**src/rtl/qea_host_ctrl.sv**
```systemverilog
// Host-side sequencer for the QEA core. It streams gate context into the core,
// seeds the state RAM with |0>, starts and times a run, then reads every state word back.
module qea_host_ctrl #(
  parameter int PE_NUM                  = 4,
  parameter int MAX_QBIT_WIDTH          = 6,
  parameter int STATE_DATA_WIDTH        = 64,
  parameter int STATE_ADDR_WIDTH        = 16,
  parameter int GATE_CONTEXT_DATA_WIDTH = 64,
  parameter int GATE_CONTEXT_ADDR_WIDTH = 16,
  parameter logic [STATE_DATA_WIDTH-1:0] INIT_AMP = 64'h40000000_00000000
) (
  input  logic                                 clk,
  input  logic                                 rst,
  input  logic                                 cfg_start,
  input  logic [MAX_QBIT_WIDTH-1:0]            cfg_qbit_num,
  input  logic [GATE_CONTEXT_ADDR_WIDTH-1:0]   cfg_ins_num,
  input  logic                                 s_ctx_valid,
  output logic                                 s_ctx_ready,
  input  logic [GATE_CONTEXT_DATA_WIDTH-1:0]   s_ctx_data,
  output logic                                 o_start,
  output logic [MAX_QBIT_WIDTH-1:0]            o_qbit_num,
  output logic                                 o_ctx_en,
  output logic                                 o_ctx_wea,
  output logic [GATE_CONTEXT_ADDR_WIDTH-1:0]   o_ctx_addr,
  output logic [GATE_CONTEXT_DATA_WIDTH-1:0]   o_ctx_data,
  output logic [PE_NUM-1:0]                    o_state_ena,
  output logic [PE_NUM-1:0]                    o_state_wea,
  output logic [STATE_ADDR_WIDTH-1:0]          o_state_addra,
  output logic [PE_NUM*STATE_DATA_WIDTH-1:0]   o_state_dina,
  input  logic                                 i_complete,
  input  logic [PE_NUM*STATE_DATA_WIDTH-1:0]   i_state_dout,
  output logic                                 m_res_valid,
  input  logic                                 m_res_ready,
  output logic [PE_NUM*STATE_DATA_WIDTH-1:0]   m_res_data,
  output logic [STATE_ADDR_WIDTH-1:0]          m_res_addr,
  output logic                                 o_busy,
  output logic                                 o_done,
  output logic                                 o_err,
  output logic [31:0]                          o_cycles
);

  localparam int SW  = PE_NUM * STATE_DATA_WIDTH;
  localparam int SAW = STATE_ADDR_WIDTH;
  localparam int CAW = GATE_CONTEXT_ADDR_WIDTH;
  localparam logic [SW-1:0] INIT_WORD = SW'(INIT_AMP) << (SW - STATE_DATA_WIDTH);

  typedef enum logic [3:0] {
    IDLE, LOAD_CTX, LOAD_STATE, START, RUN, RD_ISSUE, RD_WAIT, RD_HOLD, DONE
  } state_t;

  state_t                         state_q, state_d;
  logic [MAX_QBIT_WIDTH-1:0]      qbit_q, qbit_d;
  logic [CAW-1:0]                 ins_q, ins_d, ctx_cnt_q, ctx_cnt_d;
  logic [SAW-1:0]                 k_q, k_d;
  logic [1:0]                     run_q, run_d;
  logic [31:0]                    cyc_q, cyc_d, cyc_inc;
  logic                           ctx_en_q, ctx_en_d;
  logic [CAW-1:0]                 ctx_addr_q, ctx_addr_d;
  logic [GATE_CONTEXT_DATA_WIDTH-1:0] ctx_data_q, ctx_data_d;
  logic [SW-1:0]                  res_data_q, res_data_d;
  logic [SAW-1:0]                 res_addr_q, res_addr_d;
  logic                           err_q, err_d;

  logic                           cfg_ok, ctx_acc, st_wr, st_rd;
  logic [SAW:0]                   n_words;
  logic [SAW-1:0]                 last_k;

  assign cfg_ok  = (32'(cfg_qbit_num) >= 32'd2) &&
                   (32'(cfg_qbit_num) <= 32'(STATE_ADDR_WIDTH + 2));
  assign n_words = (SAW+1)'(1) << (qbit_q - MAX_QBIT_WIDTH'(2));
  assign last_k  = SAW'(n_words - (SAW+1)'(1));
  assign cyc_inc = (&cyc_q) ? cyc_q : cyc_q + 32'd1;

  // Ready drops once the count is reached; the extra LOAD_CTX cycle lets the last write land.
  assign s_ctx_ready = (state_q == LOAD_CTX) && (ctx_cnt_q != ins_q);
  assign ctx_acc     = s_ctx_valid && s_ctx_ready;

  always_comb begin
    state_d    = state_q;
    qbit_d     = qbit_q;
    ins_d      = ins_q;
    ctx_cnt_d  = ctx_cnt_q;
    k_d        = k_q;
    run_d      = run_q;
    cyc_d      = cyc_q;
    ctx_en_d   = 1'b0;
    ctx_addr_d = ctx_addr_q;
    ctx_data_d = ctx_data_q;
    res_data_d = res_data_q;
    res_addr_d = res_addr_q;
    err_d      = 1'b0;
    unique case (state_q)
      IDLE: if (cfg_start) begin
        if (cfg_ok) begin
          qbit_d    = cfg_qbit_num;
          ins_d     = cfg_ins_num;
          cyc_d     = '0;
          ctx_cnt_d = '0;
          k_d       = '0;
          state_d   = (cfg_ins_num == '0) ? LOAD_STATE : LOAD_CTX;
        end else begin
          err_d = 1'b1;
        end
      end
      LOAD_CTX: begin
        if (ctx_acc) begin
          ctx_en_d   = 1'b1;
          ctx_addr_d = ctx_cnt_q;
          ctx_data_d = s_ctx_data;
          ctx_cnt_d  = ctx_cnt_q + CAW'(1);
        end
        if (ctx_cnt_q == ins_q) state_d = LOAD_STATE;
      end
      LOAD_STATE: begin
        if (k_q == last_k) begin
          k_d     = '0;
          state_d = START;
        end else begin
          k_d = k_q + SAW'(1);
        end
      end
      START: begin
        cyc_d   = cyc_inc;
        run_d   = '0;
        state_d = RUN;
      end
      RUN: begin
        cyc_d = cyc_inc;
        // i_complete may still be high from the previous run for the first two cycles.
        if (run_q != 2'd2) run_d = run_q + 2'd1;
        else if (i_complete) state_d = RD_ISSUE;
      end
      RD_ISSUE: state_d = RD_WAIT;
      RD_WAIT: begin
        res_data_d = i_state_dout;
        res_addr_d = k_q;
        state_d    = RD_HOLD;
      end
      RD_HOLD: if (m_res_ready) begin
        if (k_q == last_k) state_d = DONE;
        else begin
          k_d     = k_q + SAW'(1);
          state_d = RD_ISSUE;
        end
      end
      DONE:    state_d = IDLE;
      default: state_d = IDLE;
    endcase
  end

  always_ff @(posedge clk or posedge rst) begin
    if (rst) begin
      state_q    <= IDLE;
      qbit_q     <= '0;
      ins_q      <= '0;
      ctx_cnt_q  <= '0;
      k_q        <= '0;
      run_q      <= '0;
      cyc_q      <= '0;
      ctx_en_q   <= 1'b0;
      ctx_addr_q <= '0;
      ctx_data_q <= '0;
      res_data_q <= '0;
      res_addr_q <= '0;
      err_q      <= 1'b0;
    end else begin
      state_q    <= state_d;
      qbit_q     <= qbit_d;
      ins_q      <= ins_d;
      ctx_cnt_q  <= ctx_cnt_d;
      k_q        <= k_d;
      run_q      <= run_d;
      cyc_q      <= cyc_d;
      ctx_en_q   <= ctx_en_d;
      ctx_addr_q <= ctx_addr_d;
      ctx_data_q <= ctx_data_d;
      res_data_q <= res_data_d;
      res_addr_q <= res_addr_d;
      err_q      <= err_d;
    end
  end

  assign st_wr = (state_q == LOAD_STATE);
  assign st_rd = (state_q == RD_ISSUE);

  assign o_start       = (state_q == START);
  assign o_qbit_num    = qbit_q;
  assign o_ctx_en      = ctx_en_q;
  assign o_ctx_wea     = ctx_en_q;
  assign o_ctx_addr    = ctx_addr_q;
  assign o_ctx_data    = ctx_data_q;
  assign o_state_ena   = {PE_NUM{st_wr | st_rd}};
  assign o_state_wea   = {PE_NUM{st_wr}};
  assign o_state_addra = (st_wr | st_rd) ? k_q : '0;
  assign o_state_dina  = (st_wr && k_q == '0) ? INIT_WORD : '0;
  assign m_res_valid   = (state_q == RD_HOLD);
  assign m_res_data    = res_data_q;
  assign m_res_addr    = res_addr_q;
  assign o_busy        = (state_q != IDLE);
  assign o_done        = (state_q == DONE);
  assign o_err         = err_q;
  assign o_cycles      = cyc_q;

endmodule
```
**config.mk**
```make
export PLATFORM = sky130hd
export DESIGN_NAME = qea_host_ctrl
export DESIGN_NICKNAME = d
export VERILOG_FILES = /design/src/rtl/qea_host_ctrl.sv
export SDC_FILE = /design/constraint.sdc
export NUM_CORES = 1
export LEC_CHECK = 0
export ABC_AREA = 1
export ABC_CLOCK_PERIOD_IN_PS = 38900
export CELL_PAD_IN_SITES_DETAIL_PLACEMENT = 2
export CELL_PAD_IN_SITES_GLOBAL_PLACEMENT = 2
export CORE_AREA = 3 3 397 399
export DETAILED_ROUTE_END_ITERATION = 8
export DIE_AREA = 0 0 400 402
export HOLD_SLACK_MARGIN = 0.02
export PLACE_DENSITY_LB_ADDON = 0.12
export SKIP_CTS_REPAIR_TIMING = 1
export SYNTH_ARGS = -nofsm -noshare
export SYNTH_HDL_FRONTEND = slang
export SYNTH_SLANG_ARGS = --single-unit
```
**constraint.sdc**
```tcl
create_clock -name clk -period 38.9 [get_ports clk]
set_input_delay 5.835 -clock clk [delete_from_list [all_inputs] [get_ports clk]]
set_output_delay 5.835 -clock clk [all_outputs]
set_load 0.01 [all_outputs]
```
== After elaboration in Yosys (flattened, before gate mapping) ==
Index checks and enable logic that the tools add are counted.
Widths: inputs -> output; s select.
Storage, ports and cells
  bits in registers: 446
  input port bits: 348
  output and inout port bits: 678
  word-level logic and storage cells: 98
Operators by class
  add/sub/neg operators: 6
  $lt $le $gt $ge: 2
  eq/ne operators: 23
  shift-type cells: 1
  muxes and demuxes: 31
  bitwise logic cells: 1
  reduce and logical (&&, ||, !) cells: 21
Operator list (count)
  $mux 255: 1
  $mux 16: 7
  $mux 32: 3
  $pmux 32 s2: 1
  $pmux 16 s3: 1
  $add 16x1->16 const B: 2
  $add 32x1->32 const B: 1
  $eq 16x16->1: 2
  $logic_not 16->1: 2
  $mux 4: 8
  $pmux 16 s2: 1
  $pmux 4 s8: 1
  $reduce_and 32->1: 1
  $ne 2x2->1 const B: 9
  $eq 4x3->1 const B: 4
  $ne 16x16->1: 1
  $shl 1x6->16 const A: 1
  $sub 16x1->16 const B: 1
  $eq 4x2->1 const B: 2
  $reduce_and 4->1: 2
  $reduce_and 7->1: 1
  $ge 6x2->1 const B: 1
  $le 6x5->1 const B: 1
  $ne 2x1->1 const B: 3
  other kinds (17): 28

== Depth between registers and ports, before layout ==
Gate-level depths: netlist of the first run.
  depth after elaboration: 7
  mapped depth: 22
  gate-level depth less buffers: 22

== Worst setup path before layout of the first run ==
OpenSTA, ideal clock, no wires.
  path kind: input to register
  start point: input cfg_qbit_num[3]
  end point: register cyc_q[28] (netlist: o_cycles[28])
  setup time: 123 ps
  arrival: 7534 ps
  data required time: 38777 ps
  setup slack: 31243 ps
  cell stages on the path: 17
  path through: nor2_1 nand2_1 nand2_1 and2_1 nand2_1 nand2_1 nand3_2 nor2_1 nand2_1 nor2_2 nand3_1 nor2_1 nand2_1 clkinv_1 nand3b_1 o21ai_0 a21oi_1
On the way
  longest elaborated chain between the ends: 4
RTL lines
  start: declaration: line 15  | input logic [MAX_QBIT_WIDTH-1:0] cfg_qbit_num,
  $ge 6x2->1 or $le 6x5->1 (tied branches): line 68, 69
  $logic_and 1x1->1 *: line 68  | assign cfg_ok = (32'(cfg_qbit_num) >= 32'd2) &&
  $ne 2x2->1 (no line) *
  $reduce_and 4->1 (no line) *
  end signal: assignment: line 173  | cyc_q <= cyc_d;
  end: declaration: line 56  | logic [31:0] cyc_q, cyc_d, cyc_inc;
Mark *: on every way between the ends. The rest lies on a longest branch, timed or not.
A chain may end at the register's enable or synchronous reset.

==> results of run 1 <==
[logic make-up (layout without fill, tap and decap cells)]
group                    Yosys count  in the layout  synth area share, %
AND/OR/NAND/NOR                  777            777                 15.5
adder cells (fa/ha/maj)            7              7                0.410
multiplexers                     256            256                 13.5
other                              1            262               0.0176
buffers and inverters            479           1039                 13.2
flip-flops                       446            446                 52.3
XOR/XNOR                          29             29                 1.22
AO/OA/AOI/OAI                    149            149                 3.85
[state kept, by name (all words and copies together), names as in the netlist, 2 cells and up]
| register | cells |
|---|---|
| state_q | 4 |
| ins_q | 16 |
| k_q | 16 |
| m_res_addr | 16 |
| ctx_cnt_q | 16 |
| o_cycles | 32 |
| m_res_data | 256 |
| run_q | 2 |
| o_qbit_num | 6 |
| o_ctx_data | 64 |
| o_ctx_addr | 16 |
[cell usage after synthesis, types with 3 or more instances]
| master | n |
|---|---|
| buf_6 | 4 |
| inv_2 | 5 |
| clkbuf_1 | 60 |
| nand4_1 | 34 |
| a211oi_1 | 3 |
| nor2_2 | 9 |
| xnor2_1 | 9 |
| buf_1 | 5 |
| nand3_2 | 8 |
| inv_1 | 135 |
| mux2_2 | 256 |
| nor2_1 | 100 |
| nand3_1 | 71 |
| ha_1 | 7 |
| o21ai_1 | 5 |
| and3_1 | 3 |
| nor3_1 | 32 |
| dfrtp_1 | 446 |
| a21oi_1 | 31 |
| clkinv_1 | 4 |
| nand2_1 | 491 |
| a31oi_1 | 5 |
| nand2_2 | 5 |
| nor4_1 | 15 |
| o21a_1 | 6 |
| o21ai_0 | 88 |
| xor2_1 | 19 |
| buf_4 | 264 |
[cells in the final DEF (no fill, tap or decap), drive strengths merged, types with 3 or more instances in the layout]
master / instances
nor4: 15
clkdlybuf4s50: 770
a31oi: 5
inv: 145
nand2: 497
xnor2: 9
diode: 7
a21oi: 31
and3: 3
o2111ai: 3
xor2: 20
dfrtp: 446
conb: 255
clkinv: 10
buf: 13
nand3: 80
clkbuf: 101
o21ai: 93
nand4: 34
a211oi: 3
mux2: 256
nor3: 32
ha: 7
o21a: 6
nor2: 111
[critical path, cell delays in order]
cell             delay, ns
clkdlybuf4s50_1       0.49
inv_8                 0.67
buf_12                0.59
buf_4                 0.94
buf_4                 0.86
[worst max path at each step]
stage                                 to  slack, ns  depth (start not counted)
after floorplan             ctx_cnt_q[0]      20.64                          1
after global placement    m_res_data[17]      28.84                          5
after detailed placement  m_res_data[18]      28.71                          5
after CTS                 m_res_data[59]      29.45                          5
after global routing      m_res_data[20]      29.06                          5
final                     m_res_data[20]      29.70                          5
[final cells by class]
cell class	instances	share of cell area (%)
clock inverter	10	0.415
antenna	7	0.0538
tap	2044	7.85
clock buffer	101	6.09
timing repair buffer	783	24.0
multi-input combinational	1473	25.6
inverter	145	1.70
sequential	446	34.3
[through the flow]
stage | worst slack, ns | utilization (%) | hold slack, ns | cells | power [mW]
after global routing | 29.06 | 21.1 | 0.506 | 5004 | 2.75
after CTS | 29.45 | 21.1 | 0.482 | 5002 | 2.65
after detailed placement | 28.71 | 19.7 | 0.467 | 4891 | 2.01
after floorplan | 20.64 | - | 0.462 | 2398 | 1.32
final | 29.70 | 21.1 | 0.478 | 5009 | 2.57
after global placement | 28.84 | 19.7 | 0.463 | 4891 | 1.99
[report_power, final]
group,switching (mW),internal [mW]
Combinational,0.619,0.563
Clock,0.247,0.353
Sequential,0.120,0.663
Total,0.987,1.58
[layer usage]
layer / share of wire (%) / track usage, % / vias to the layer above
met3: 7.7 / 4.64 / 126
met4: 2.3 / 3.59 / 12
met5: 0.072 / 0 / -
met1: 39 / 15.5 / 8917
met2: 51 / 23.9 / 593
li1: - / - / 8020
==> results.toml, run 1 <==
[critical_path]
worstReg2RegEnd = "state_q[0]"
worst_ep_required_time_ns = 39.53
r2r_setup_slack_ns = 34.83
cp-end-kind = "async pin"
worstSetupStartpoint = "rst"
path_class = "in2async"
arrival_ns = 9.83
rr_startpoint = "o_qbit_num[1]"
critPathMaxFanout = 133
start_kind = "primary input"
r2r_cells = 15

[clocking]
clk_path_buf_depth = 3
clk_latency_ns = 0.65
clkTransAtPathRegs_ns = 0.05
cts_buffers = 66
cts_sinks = 446
cts_max_level = 3
cts_tree = "yes"
cts_root_buffer = "clkbuf_16"

[die]
core-area_um2 = 154000
rows = 144
start_util_pct = 13.8
die_area_um2 = 161000
dieWidth_um = 400
ioPinCount = 1026
fp.dieH_um = 402

[drt]
antenna_left = 0
remaining_drc_errors = 0
drt_iter0_drc = 582
wl_per_cell_um = 22.3
routed_wl_mm = 112
first_pass_iters = 4
routed_via_density = 3.53
vias = 17700

[sta]
fmax_mhz = 109
layout_min_cycle_time_ns = 9.20
layout_worst_path_cycle_share_pct = 23.7
rsz0062_at_grt = "no"
max_slew_margin_pct = 26.0
fin_worst_skew_ns = 0.0250
drv_slew = 0
worst_pin_slew_ns = 1.11
hold_viol_final = 0
setup_tns_ns = 0
finalSetupViolCount = 0

[yosys]
synthDistinctLibCells = 47
synth-seq-cells = 446
yosys_warnings = 0
synth_area_leader_cell = "dfrtp_1"
yosysTopAreaCellShare_pct = 52.3
synth_edf_count = 0
synthesis.area_um2 = 21400
syn_avg_cell_area_um2 = 9.96
synth.area.top_cells = "dfrtp_1 (52%), mux2_2 (13%), buf_4 (9.3%), nand2_1 (8.6%), inv_1 (2.4%)"
syn_inst = 2144
async_reset_ff_share_pct = 100
ys_seq_area_share_pct = 52.3
synth_ff_type = "dfrtp_1"

[global_route]
grtUsageTotal_pct = 13.6
grt_pass1_wl_mm = 157
grt_max_degree = 153
overflow = 0
antenna_found_initial = 26
grt_pass1_vias = 19800

[job]
cap_violations = 0

[power]
vdd_ir_drop_max_mv = 0.0263
p_leak_nw = 14.0
power_density_nw_per_um2 = 78.7

[final_layout]
layout-drive-gt1-share_pct = 13.7
final_cell_area_um2 = 32600
multi_input_area_um2 = 8350
syn2layout_area_growth_pct = 52.6
fillers = 17500
num-nets-final = 3270
ff_latch_area_um2 = 11200

[outcome]
outcome = "finished, final reports clean"

[worst_hold_path]
hold_class = "reg2reg"
worstHoldPathCells = 2
hp-start = "o_ctx_data[28]"
worstHoldEndpoint = "o_ctx_data[28]"

[placement]
dpl.hpwl_mm = 88.2
portBuffers = 770
place_congestion = 0.775
postPlaceCellArea_um2 = 30400
Power figures use the tool's default switching activity.
==> inputs of run 2 (changes only) <==
--- a/config.mk
+++ b/config.mk
@@ -6,7 +6,7 @@
 export NUM_CORES = 1
 export LEC_CHECK = 0
 export ABC_AREA = 1
-export ABC_CLOCK_PERIOD_IN_PS = 38900
+export ABC_CLOCK_PERIOD_IN_PS = 7800
 export CELL_PAD_IN_SITES_DETAIL_PLACEMENT = 2
 export CELL_PAD_IN_SITES_GLOBAL_PLACEMENT = 2
 export CORE_AREA = 3 3 397 399
==> constraint.sdc (replaced) <==
create_clock -name clk -period 7.8 [get_ports clk]
set_input_delay 1.17 -clock clk [delete_from_list [all_inputs] [get_ports clk]]
set_output_delay 1.17 -clock clk [all_outputs]
set_load 0.01 [all_outputs]
==> run 2 against run 1 <==
Compared with the run above: sequential power rose to 5.0 times the previous value; critical path depth up 1; sequential cell count unchanged; sequential share of layout area down 0.14 points; die area unchanged; first-iteration DRC count down 12%; count of clock-buffer cells in the layout down 2; setup slack worse by 26 ns; clock skew up 0.0077 ns; combinational power rose to 4.9 times the previous value; critical endpoint is now s_ctx_ready; largest cell class unchanged.
==> results.toml, run 2 (same netlist as run 1, synthesis figures left out) <==
[outcome]
outcome = "finished, final reports clean"

[job]
cap_violations = 0

[clocking]
clk_latency_ns = 0.65
cts_buffers = 68
cts_tree = "yes"
clk_path_buf_depth = 3
cts_max_level = 3
cts_sinks = 446
clkTransAtPathRegs_ns = 0.06
cts_root_buffer = "clkbuf_16"

[sta]
layout_worst_path_cycle_share_pct = 54.8
max_slew_margin_pct = 30.4
setup_tns_ns = 0
finalSetupViolCount = 0
fmax_mhz = 234
layout_setup_ws_ns = 3.53
drv_slew = 0
rsz0062_at_grt = "no"
fin_worst_skew_ns = 0.0327
layout_min_cycle_time_ns = 4.27
hold_viol_final = 0
worst_pin_slew_ns = 1.04

[final_layout]
final_cell_area_um2 = 32700
syn2layout_area_growth_pct = 53.2
ff_latch_area_um2 = 11200
multi_input_area_um2 = 8350
final_cell_mix = "clkdlybuf4s50_1 (770), nand2_1 (489), dfrtp_1 (446)"
layout_commonest_cell = "clkdlybuf4s50_1"
largest_reg_flops = 256
fillers = 17400
layout-drive-gt1-share_pct = 14.1
layout.cells.non_filler = 5027
num-nets-final = 3277

[placement]
postPlaceCellArea_um2 = 30500
portBuffers = 770
place_congestion = 0.770
dp.cells = 4896
pre_cts_slack_ns = 3.28
dpl.hpwl_mm = 87.0

[critical_path]
path_class = "reg2out"
r2r_setup_slack_ns = 3.87
slowest_delay_ns = 0.69
cp-end-kind = "primary output"
worst_ep_required_time_ns = 6.63
critPathSlowestCell = "clkdlybuf4s50_1"
critPathMaxFanout = 4
cp_cell_sequence = "nor2_1 > inv_1 > nor2_1 > inv_1 > a21oi_1 > clkdlybuf4s50_1"
start_kind = "flip-flop"
arrival_ns = 3.10

[die]
ioPinCount = 1026
dieWidth_um = 400
fp.dieH_um = 402
start_util_pct = 13.8
rows = 144
core-area_um2 = 154000
die_area_um2 = 161000

[drt]
routed_wl_mm = 110
wl_per_cell_um = 21.9
antenna_left = 0
routed_via_density = 3.51
drt_iter0_drc = 514
first_pass_iters = 4
remaining_drc_errors = 0
vias = 17600

[global_route]
grt_pass1_vias = 19900
grtUsageTotal_pct = 13.3
overflow = 0
antenna_found_initial = 22
grt_pass1_wl_mm = 155
grt_max_degree = 125

[power]
p_leak_nw = 14.1
power_density_nw_per_um2 = 391
vdd_ir_drop_max_mv = 0.185

[worst_hold_path]
hold_class = "reg2reg"
-- run 2: cell count changes in the layout (fill, tap and decap cells not counted) --
cell,before,now
clkbuf_8,20,13
clkbuf_16,66,69
inv_8,1,0
buf_12,2,3
clkinv_2,3,11
clkbuf_1,15,17
bufinv_16,0,2
inv_16,2,1
buf_4,11,15
clkinvlp_4,0,3
diode_2,7,11
-- run 2: final cells by class --
class,count,share of cell area [%]
clock buffers,99,6.02
clock inverters,21,0.704
diodes,11,0.0841
repair buffers,788,24.1
flip-flops and latches,446,34.1
multi-input cells,1473,25.5
well taps,2044,7.82
inverters,145,1.68
-- run 2: critical path, delay by kind of cell (launching register included) --
kind                   cells  cell delay, ns
and+or+nand+nor            2            0.46
DFF                        1            0.43
AOI/OAI and AO/OA          1            0.60
buffers and inverters      3            0.96
-- run 2: path summary, 6_finish.rpt --
path | startpoint | endpoint | cells past startpoint
worst max-delay path | state_q[3] | s_ctx_ready | 6
worst min-delay path | o_ctx_data[33] | o_ctx_data[33] | 2
worst max register to register | o_qbit_num[1] | k_q[0] | 17
worst min register to register | o_ctx_data[33] | o_ctx_data[33] | 2
max in group asynchronous | rst | o_qbit_num[3] | 4
min in group asynchronous | rst | m_res_data[54] | 2
-- run 2: routing by layer --
metal  vias up  routed length (um)  GRT usage, %
met5         -                  53             0
met4         8                2210          3.64
met3       112                8890          4.67
met2       598               56900          23.8
met1      8878               42200          14.8
li1       8036                   -             -
-- run 2: stage by stage --
step	util [%]	power (mW)	hold WS (ns)
after CTS	21.2	13.2	0.483
final	21.2	12.8	0.476
after global routing	21.2	13.7	0.504
after detailed placement	19.8	9.94	0.467
after global placement	19.8	9.84	0.461
after floorplan	-	6.59	0.462
-- run 2: report_power, final --
| group | internal, mW | switching (mW) | total (mW) |
|---|---|---|---|
| Clock | 1.83 | 1.24 | 3.07 |
| Sequential | 3.31 | 0.586 | 3.89 |
| Combinational | 2.81 | 3.01 | 5.82 |
| Total | 7.95 | 4.84 | 12.8 |
